<file path="src/rtl/aes_key_expand_seq.sv">
`default_nettype none
// ============================================================================
// Module      : aes_key_expand_seq
// Description : Sequential AES-128/192/256 key schedule, streams w[i] over a
//               valid/ready port. Optional last-key capture: KEYEXP_LAST_KEY_EN.
// Revision    : 1.0 - initial release
// ============================================================================
module aes_key_expand_seq #(
    parameter int SBOX_LANES = 4,
    parameter int IDX_W      = 6
) (
    input  logic             clk,
    input  logic             rst_n,
    input  logic             start,
    input  logic [1:0]       key_len,
    input  logic [255:0]     key_in,
    output logic             busy,
    output logic             rk_valid,
    input  logic             rk_ready,
    output logic [31:0]      rk_word,
    output logic [IDX_W-1:0] rk_idx,
    output logic             done,
    output logic             cfg_err
`ifdef KEYEXP_LAST_KEY_EN
    ,
    output logic [255:0]     last_key,
    output logic             last_key_vld
`endif
);

    localparam logic [2:0] S_IDLE = 3'd0;
    localparam logic [2:0] S_LOAD = 3'd1;
    localparam logic [2:0] S_EMIT = 3'd2;
    localparam logic [2:0] S_SUB  = 3'd3;
    localparam logic [2:0] S_DONE = 3'd4;

    localparam logic [1:0] c_SUB_LAST = 2'(4 / SBOX_LANES - 1);

    function automatic logic [7:0] f_xtime(input logic [7:0] a);
        return {a[6:0], 1'b0} ^ (a[7] ? 8'h1b : 8'h00);
    endfunction

    function automatic logic [7:0] f_gmul(input logic [7:0] a, input logic [7:0] b);
        logic [7:0] p;
        logic [7:0] x;
        p = '0;
        x = a;
        for (int k = 0; k < 8; k++) begin
            if (b[k]) p = p ^ x;
            x = f_xtime(x);
        end
        return p;
    endfunction

    // Multiplicative inverse as a^254 (product of a^2 .. a^128); maps 0 to 0.
    function automatic logic [7:0] f_sbox(input logic [7:0] a);
        logic [7:0] sq;
        logic [7:0] r;
        sq = a;
        r  = 8'h01;
        for (int k = 1; k < 8; k++) begin
            sq = f_gmul(sq, sq);
            r  = f_gmul(r, sq);
        end
        return r ^ {r[6:0], r[7]} ^ {r[5:0], r[7:6]} ^ {r[4:0], r[7:5]} ^ {r[3:0], r[7:4]} ^ 8'h63;
    endfunction

    // Window offset of w[i+1-Nk] when w[i] sits in slot 7 (8 - Nk).
    function automatic logic [2:0] f_off(input logic [1:0] kl);
        case (kl)
            2'b01:   return 3'd2;
            2'b10:   return 3'd0;
            default: return 3'd4;
        endcase
    endfunction

    logic [2:0]       r_state;
    logic [2:0]       w_state_nx;
    logic [1:0]       r_klen;
    logic [31:0]      r_win [8];
    logic [IDX_W-1:0] r_idx;
    logic [2:0]       r_pos;
    logic [7:0]       r_rcon;
    logic [3:0][7:0]  r_tmp;
    logic             r_rot;
    logic [1:0]       r_scnt;
    logic             r_done;
    logic             r_cfg_err;

    logic [2:0]       w_off;
    logic [2:0]       w_off_in;
    logic [3:0]       w_nk;
    logic             w_nk8;
    logic [IDX_W-1:0] w_last_idx;
    logic [IDX_W-1:0] w_idx_nx;
    logic [2:0]       w_pos_nx;
    logic [2:0]       w_lsel;
    logic             w_hs;
    logic             w_is_last;
    logic             w_in_key;
    logic             w_need_sub;
    logic             w_go_sub;
    logic             w_go_lin;
    logic             w_sub_end;
    logic             w_accept;
    logic [31:0]      w_new;
    logic [3:0][7:0]  w_tmp_sub;
    logic [7:0][31:0] w_kw;
    logic [31:0]      w_key_win [8];
    logic [1:0]       w_bp  [SBOX_LANES];
    logic [7:0]       w_sbo [SBOX_LANES];

    assign w_off      = f_off(r_klen);
    assign w_off_in   = f_off(key_len);
    assign w_nk       = 4'd8 - {1'b0, w_off};
    assign w_nk8      = (w_off == 3'd0);
    assign w_hs       = rk_valid & rk_ready;
    assign w_idx_nx   = r_idx + IDX_W'(1);
    assign w_pos_nx   = (r_pos == 3'(w_nk - 4'd1)) ? 3'd0 : r_pos + 3'd1;
    assign w_is_last  = (r_idx == w_last_idx);
    assign w_in_key   = (w_idx_nx < IDX_W'(w_nk));
    assign w_need_sub = (w_pos_nx == 3'd0) | (w_nk8 & (w_pos_nx == 3'd4));
    assign w_go_sub   = w_hs & ~w_is_last & ~w_in_key & w_need_sub;
    assign w_go_lin   = w_hs & ~w_is_last & ~w_in_key & ~w_need_sub;
    assign w_sub_end  = (r_state == S_SUB) && (r_scnt == c_SUB_LAST);
    assign w_accept   = (r_state == S_IDLE) && start;
    assign w_lsel     = w_off + r_idx[2:0];
    assign w_kw       = key_in;

    always_comb begin
        case (r_klen)
            2'b01:   w_last_idx = IDX_W'(51);
            2'b10:   w_last_idx = IDX_W'(59);
            default: w_last_idx = IDX_W'(43);
        endcase
    end

    // Key words are right-aligned in the window so slot 7 holds w[Nk-1].
    always_comb begin
        logic [2:0] w_src;
        for (int j = 0; j < 8; j++) begin
            w_src        = 3'(j) - w_off_in;
            w_key_win[j] = (3'(j) >= w_off_in) ? w_kw[~w_src] : 32'h0;
        end
    end

    for (genvar gl = 0; gl < SBOX_LANES; gl++) begin : g_lane
        assign w_bp[gl]  = 2'(int'(r_scnt) * SBOX_LANES + gl);
        assign w_sbo[gl] = f_sbox(r_tmp[~w_bp[gl]]);
    end

    always_comb begin
        w_tmp_sub = r_tmp;
        for (int l = 0; l < SBOX_LANES; l++) begin
            w_tmp_sub[~w_bp[l]] = w_sbo[l];
        end
    end

    always_comb begin
        w_new = r_win[w_off] ^ r_win[7];
        if (r_state == S_SUB) begin
            w_new = r_win[w_off] ^ w_tmp_sub ^ (r_rot ? {r_rcon, 24'h0} : 32'h0);
        end
    end

    always_ff @(posedge clk or negedge rst_n) begin
        if (!rst_n) r_state <= S_IDLE;
        else        r_state <= w_state_nx;
    end

    always_comb begin
        w_state_nx = r_state;
        case (r_state)
            S_IDLE: if (start) w_state_nx = S_LOAD;
            S_LOAD, S_EMIT: begin
                if (w_hs) begin
                    if (w_is_last)       w_state_nx = S_DONE;
                    else if (w_in_key)   w_state_nx = S_LOAD;
                    else if (w_need_sub) w_state_nx = S_SUB;
                    else                 w_state_nx = S_EMIT;
                end
            end
            S_SUB:   if (r_scnt == c_SUB_LAST) w_state_nx = S_EMIT;
            S_DONE:  w_state_nx = S_IDLE;
            default: w_state_nx = S_IDLE;
        endcase
    end

    always_comb begin
        busy     = (r_state == S_LOAD) || (r_state == S_EMIT) ||
                   (r_state == S_SUB)  || (r_state == S_DONE);
        rk_valid = (r_state == S_LOAD) || (r_state == S_EMIT);
        rk_word  = (r_state == S_LOAD) ? r_win[w_lsel] : r_win[7];
        rk_idx   = r_idx;
        done     = r_done;
        cfg_err  = r_cfg_err;
    end

    always_ff @(posedge clk or negedge rst_n) begin
        if (!rst_n) begin
            for (int k = 0; k < 8; k++) r_win[k] <= '0;
            r_klen    <= '0;
            r_idx     <= '0;
            r_pos     <= '0;
            r_rcon    <= '0;
            r_tmp     <= '0;
            r_rot     <= 1'b0;
            r_scnt    <= '0;
            r_done    <= 1'b0;
            r_cfg_err <= 1'b0;
        end else begin
            r_done    <= (r_state == S_DONE);
            r_cfg_err <= w_accept && (key_len == 2'b11);
            if (w_accept) begin
                for (int k = 0; k < 8; k++) r_win[k] <= w_key_win[k];
                r_klen <= (key_len == 2'b11) ? 2'b00 : key_len;
                r_idx  <= '0;
                r_pos  <= '0;
                r_rcon <= 8'h01;
                r_scnt <= '0;
            end else begin
                if (w_hs && !w_is_last) begin
                    r_idx <= w_idx_nx;
                    r_pos <= w_pos_nx;
                end
                if (w_go_sub) begin
                    r_tmp  <= (w_pos_nx == 3'd0) ? {rk_word[23:0], rk_word[31:24]} : rk_word;
                    r_rot  <= (w_pos_nx == 3'd0);
                    r_scnt <= '0;
                end
                if ((r_state == S_SUB) && !w_sub_end) begin
                    r_tmp  <= w_tmp_sub;
                    r_scnt <= r_scnt + 2'd1;
                end
                if (w_sub_end && r_rot) r_rcon <= f_xtime(r_rcon);
                if (w_go_lin || w_sub_end) begin
                    for (int k = 0; k < 7; k++) r_win[k] <= r_win[k+1];
                    r_win[7] <= w_new;
                end
            end
        end
    end

`ifdef KEYEXP_LAST_KEY_EN
    logic [7:0][31:0] w_lk;
    logic [255:0]     r_last_key;
    logic             r_last_vld;

    // The window's top Nk slots hold the final round-key words at completion.
    always_comb begin
        for (int j = 0; j < 8; j++) begin
            w_lk[~3'(j)] = (j < int'(w_nk)) ? r_win[3'(j) + w_off] : 32'h0;
        end
    end

    always_ff @(posedge clk or negedge rst_n) begin
        if (!rst_n) begin
            r_last_key <= '0;
            r_last_vld <= 1'b0;
        end else if (w_accept) begin
            r_last_vld <= 1'b0;
        end else if (r_state == S_DONE) begin
            r_last_key <= w_lk;
            r_last_vld <= 1'b1;
        end
    end

    assign last_key     = r_last_key;
    assign last_key_vld = r_last_vld;
`endif

endmodule
`default_nettype wire

</file>
<file path="config.mk">
export PLATFORM = sky130hd
export DESIGN_NAME = aes_key_expand_seq
export DESIGN_NICKNAME = d
export VERILOG_FILES = /design/src/rtl/aes_key_expand_seq.sv
export SDC_FILE = /design/constraint.sdc
export NUM_CORES = 2
export LEC_CHECK = 0
export CELL_PAD_IN_SITES_DETAIL_PLACEMENT = 1
export CELL_PAD_IN_SITES_GLOBAL_PLACEMENT = 1
export CORE_ASPECT_RATIO = 1.2
export CORE_MARGIN = 5
export CORE_UTILIZATION = 44
export DETAILED_ROUTE_END_ITERATION = 7
export PLACE_DENSITY_LB_ADDON = 0.1
export SYNTH_ARGS = -nofsm -noshare
export SYNTH_HDL_FRONTEND = slang
export SYNTH_SLANG_ARGS = --single-unit
</file>
<file path="constraint.sdc">
create_clock -name clk -period 16.1 [get_ports clk]
set_input_delay 3.22 -clock clk [delete_from_list [all_inputs] [get_ports clk]]
set_output_delay 3.22 -clock clk [all_outputs]
set_load 0.01 [all_outputs]
</file>
==> impl_metrics.yaml <==
logic_synthesis:
  synthFlopType: "dfrtp_1"
  synthCells: 10090
  syn_nets: 10390
  synth.largest_area_cell: "xnor2_1"
  ys_seq_elements: 315
  syn_area_per_cell_um2: 7.666
  ys_seq_area_share_pct: 10.19
  yosysMostFrequentCell: "xnor2_1"
  synth_commonest_cells: "xnor2_1, nor2_1, nand2_1"
  netlist_area_um2: 77370
  yosys_warnings: 0
  netlist.area_leader.share_pct: 18.60
  synthTopCellsByArea: "xnor2_1, dfrtp_1, xnor3_1"
  ys_types: 111
  synthArstFlopShare_pct: 100.0
  synth-edff-count: 0
layout:
  regArea_um2: 7889
  instances_no_fill: 12570
  drive_gt1_share_pct: 11.59
  area_growth_pct: 13.30
  fill_cells: 21390
  utilization_pct: 50.12
  multi_input_area_um2: 68040
  nets: 10540
timing:
  setup_viol: 0
  slew_violations: 0
  tightest_slew_ps: 1394
  finalHoldViolations: 0
  max_freq_mhz: 64.50
  whs_ps: 488.9
  fin_crit_sh_pct: 96.29
  max-slew-margin-rel_pct: 6.431
  fin_crit_ps: 15500
  setup_slack_ps: 597.3
  fin_worst_skew_ps: 16.90
  grt_setup_unrepaired: "true"
floorplanning:
  die_h_um: 469.4
  row_count: 168
  dieArea_um2: 184400
  initial_core_util_pct: 44.24
  ios: 304
  core_area_um2: 174900
  chipWidth_um: 392.8
global_routing:
  track_usage_pct: 31.03
  antenna_found_initial: 12
  grt_pass1_vias: 77540
  grt.overflow.total: 0
  grt_max_degree: 277
  grt_pass1_wl_um: 463300
placed_design:
  place_ws_ps: -506.6
  gp_congestion: 0.9099
  dp_hpwl_um: 224800
  dpl.cell_count: 12450
  io_buffers: 303
worst_setup_path:
  cp_common_cell: "xnor2_1"
  crit-reg2reg-launch: "r_tmp[24]$_DFFE_PN0P_"
  startpoint_type: "register"
  cp-end-kind: "register"
  max_stage_delay_ps: 620
  critPathLaunch: "r_tmp[24]$_DFFE_PN0P_"
  worstPathArrival_ps: 15960
  worst_path_max_delay_cell: "xnor3_2"
  required_ps: 16550
  critPathKind: "reg2reg"
  critPathMaxFanout: 14
hold_path:
  hold_path_startpoint: "r_scnt[0]$_DFFE_PN0P_"
  holdCritPathClass: "reg2reg"
drt:
  ant_nets: 0
  via_per_inst: 6.049
  wl_per_cell_um: 23.90
  vias: 76040
  drcViolationCount: 0
  routed_wl_um: 300500
  drtIter0Drc: 5194
  dr.pass1.iters: 5
cts:
  numCtsBuffers: 36
  cts_tree: "yes"
  clkLatencyLatePin_ps: 570
  cts_sinks: 315
  htree_levels: 2
  root_buffer: "clkbuf_16"
  ctsHoldBuffers: 0
  path_clk_slew_ps: 70
  cts.path.max_buffers: 3
flow_run:
  drv_cap: 0
run_status:
  status: "finished, final reports clean"
[stage by stage]
| step | setup TNS [ps] | cell area, µm² |
|---|---|---|
| 6_report | 0 | 87660 |
| 5_1_grt | -469.8 | 87650 |
| 3_5_place_dp | -5855 | 84540 |
| 3_3_place_gp | -346.9 | 84540 |
| 4_1_cts | 0 | 86030 |
| 2_1_floorplan | 0 | 77370 |
[what timing repair did]
action                     4_1_cts  5_1_grt
setup endpoints to repair       39       64
pin swaps                        2       28
gates resized for setup         42      187
buffers inserted                 4       52
[area by class of cell]
class | count | share of cell area [%]
Clock buffer | 57 | 1.292
Clock inverter | 8 | 0.05852
Timing Repair Buffer | 864 | 8.331
Multi-Input combinational cell | 8931 | 77.61
Tap cell | 2295 | 3.276
Antenna cell | 4 | 0.01142
Sequential cell | 315 | 8.999
Inverter | 96 | 0.4182
[per-layer routing]
layer  vias up  GRT usage [%]  wire (µm)  share of wire, %
li1      35340              -          -                 -
met1     38290          40.52     129100                43
met2      1940          53.91     146700                49
met3       473          2.600      12670               4.2
met4         4          10.42      11900               4.0
met5         -              0         21            0.0070
[logic make-up after synthesis]
group / synth area share (%)
buf+inv: 4.433
mux: 9.525
flops: 10.19
fa+ha+maj: 0.5272
simple gates: 19.31
xor+xnor: 38.00
compound gates: 18.01
[state kept, by name, indices dropped and copies added (netlist names)]
name and flops:
r_win 256, r_tmp 32, r_rcon 8, rk_idx 6, r_pos 3, r_state 3, r_klen 2, r_scnt 2
cfg_err 1, done 1, r_rot 1
[worst max-delay path, delay by kind of cell (launching register included)]
family | cells | cell delay (ps)
xor gates and xnor gates | 31 | 10880
and+or+nand+nor | 6 | 1270
AOI/OAI and AO/OA | 7 | 1260
muxes | 2 | 960
DFF | 1 | 380
adders and majority gates | 1 | 370
buffers and inverters | 1 | 230
[path summary, 6_finish.rpt]
kind                                           to  slack, ps  depth (start not counted)
max in group asynchronous  r_win[250]$_DFFE_PN0P_      11020                          3
min in group asynchronous  r_win[140]$_DFFE_PN0P_       2630                          1
hold reg to reg             r_scnt[0]$_DFFE_PN0P_        490                          1
hold / removal              r_scnt[0]$_DFFE_PN0P_        490                          1
setup / recovery            r_win[31]$_DFFE_PN0P_        600                         48
setup reg to reg            r_win[31]$_DFFE_PN0P_        600                         48
[cell usage in the layout, fill, tap and decap left out, drive strengths merged, types with 31 or more instances in the layout]
cell type / instances
xor3: 40
a22oi: 55
inv: 85
a211oi: 173
nand3: 194
a221oi: 105
ha: 31
and3: 45
o211ai: 72
a32oi: 89
mux2: 48
or3: 36
dfrtp: 315
o21ai: 614
nand2: 1160
nand2b: 130
buf: 562
mux4: 97
o22ai: 113
mux2i: 464
nor2b: 132
nor2: 1358
clkdlybuf4s50: 302
and2: 55
xnor3: 350
clkbuf: 57
a31oi: 74
nor3: 243
a21oi: 566
xor2: 533
xnor2: 1717
Power is not shown: default switching activity piles up to over one toggle a cycle in this logic, so the estimate is an artifact.
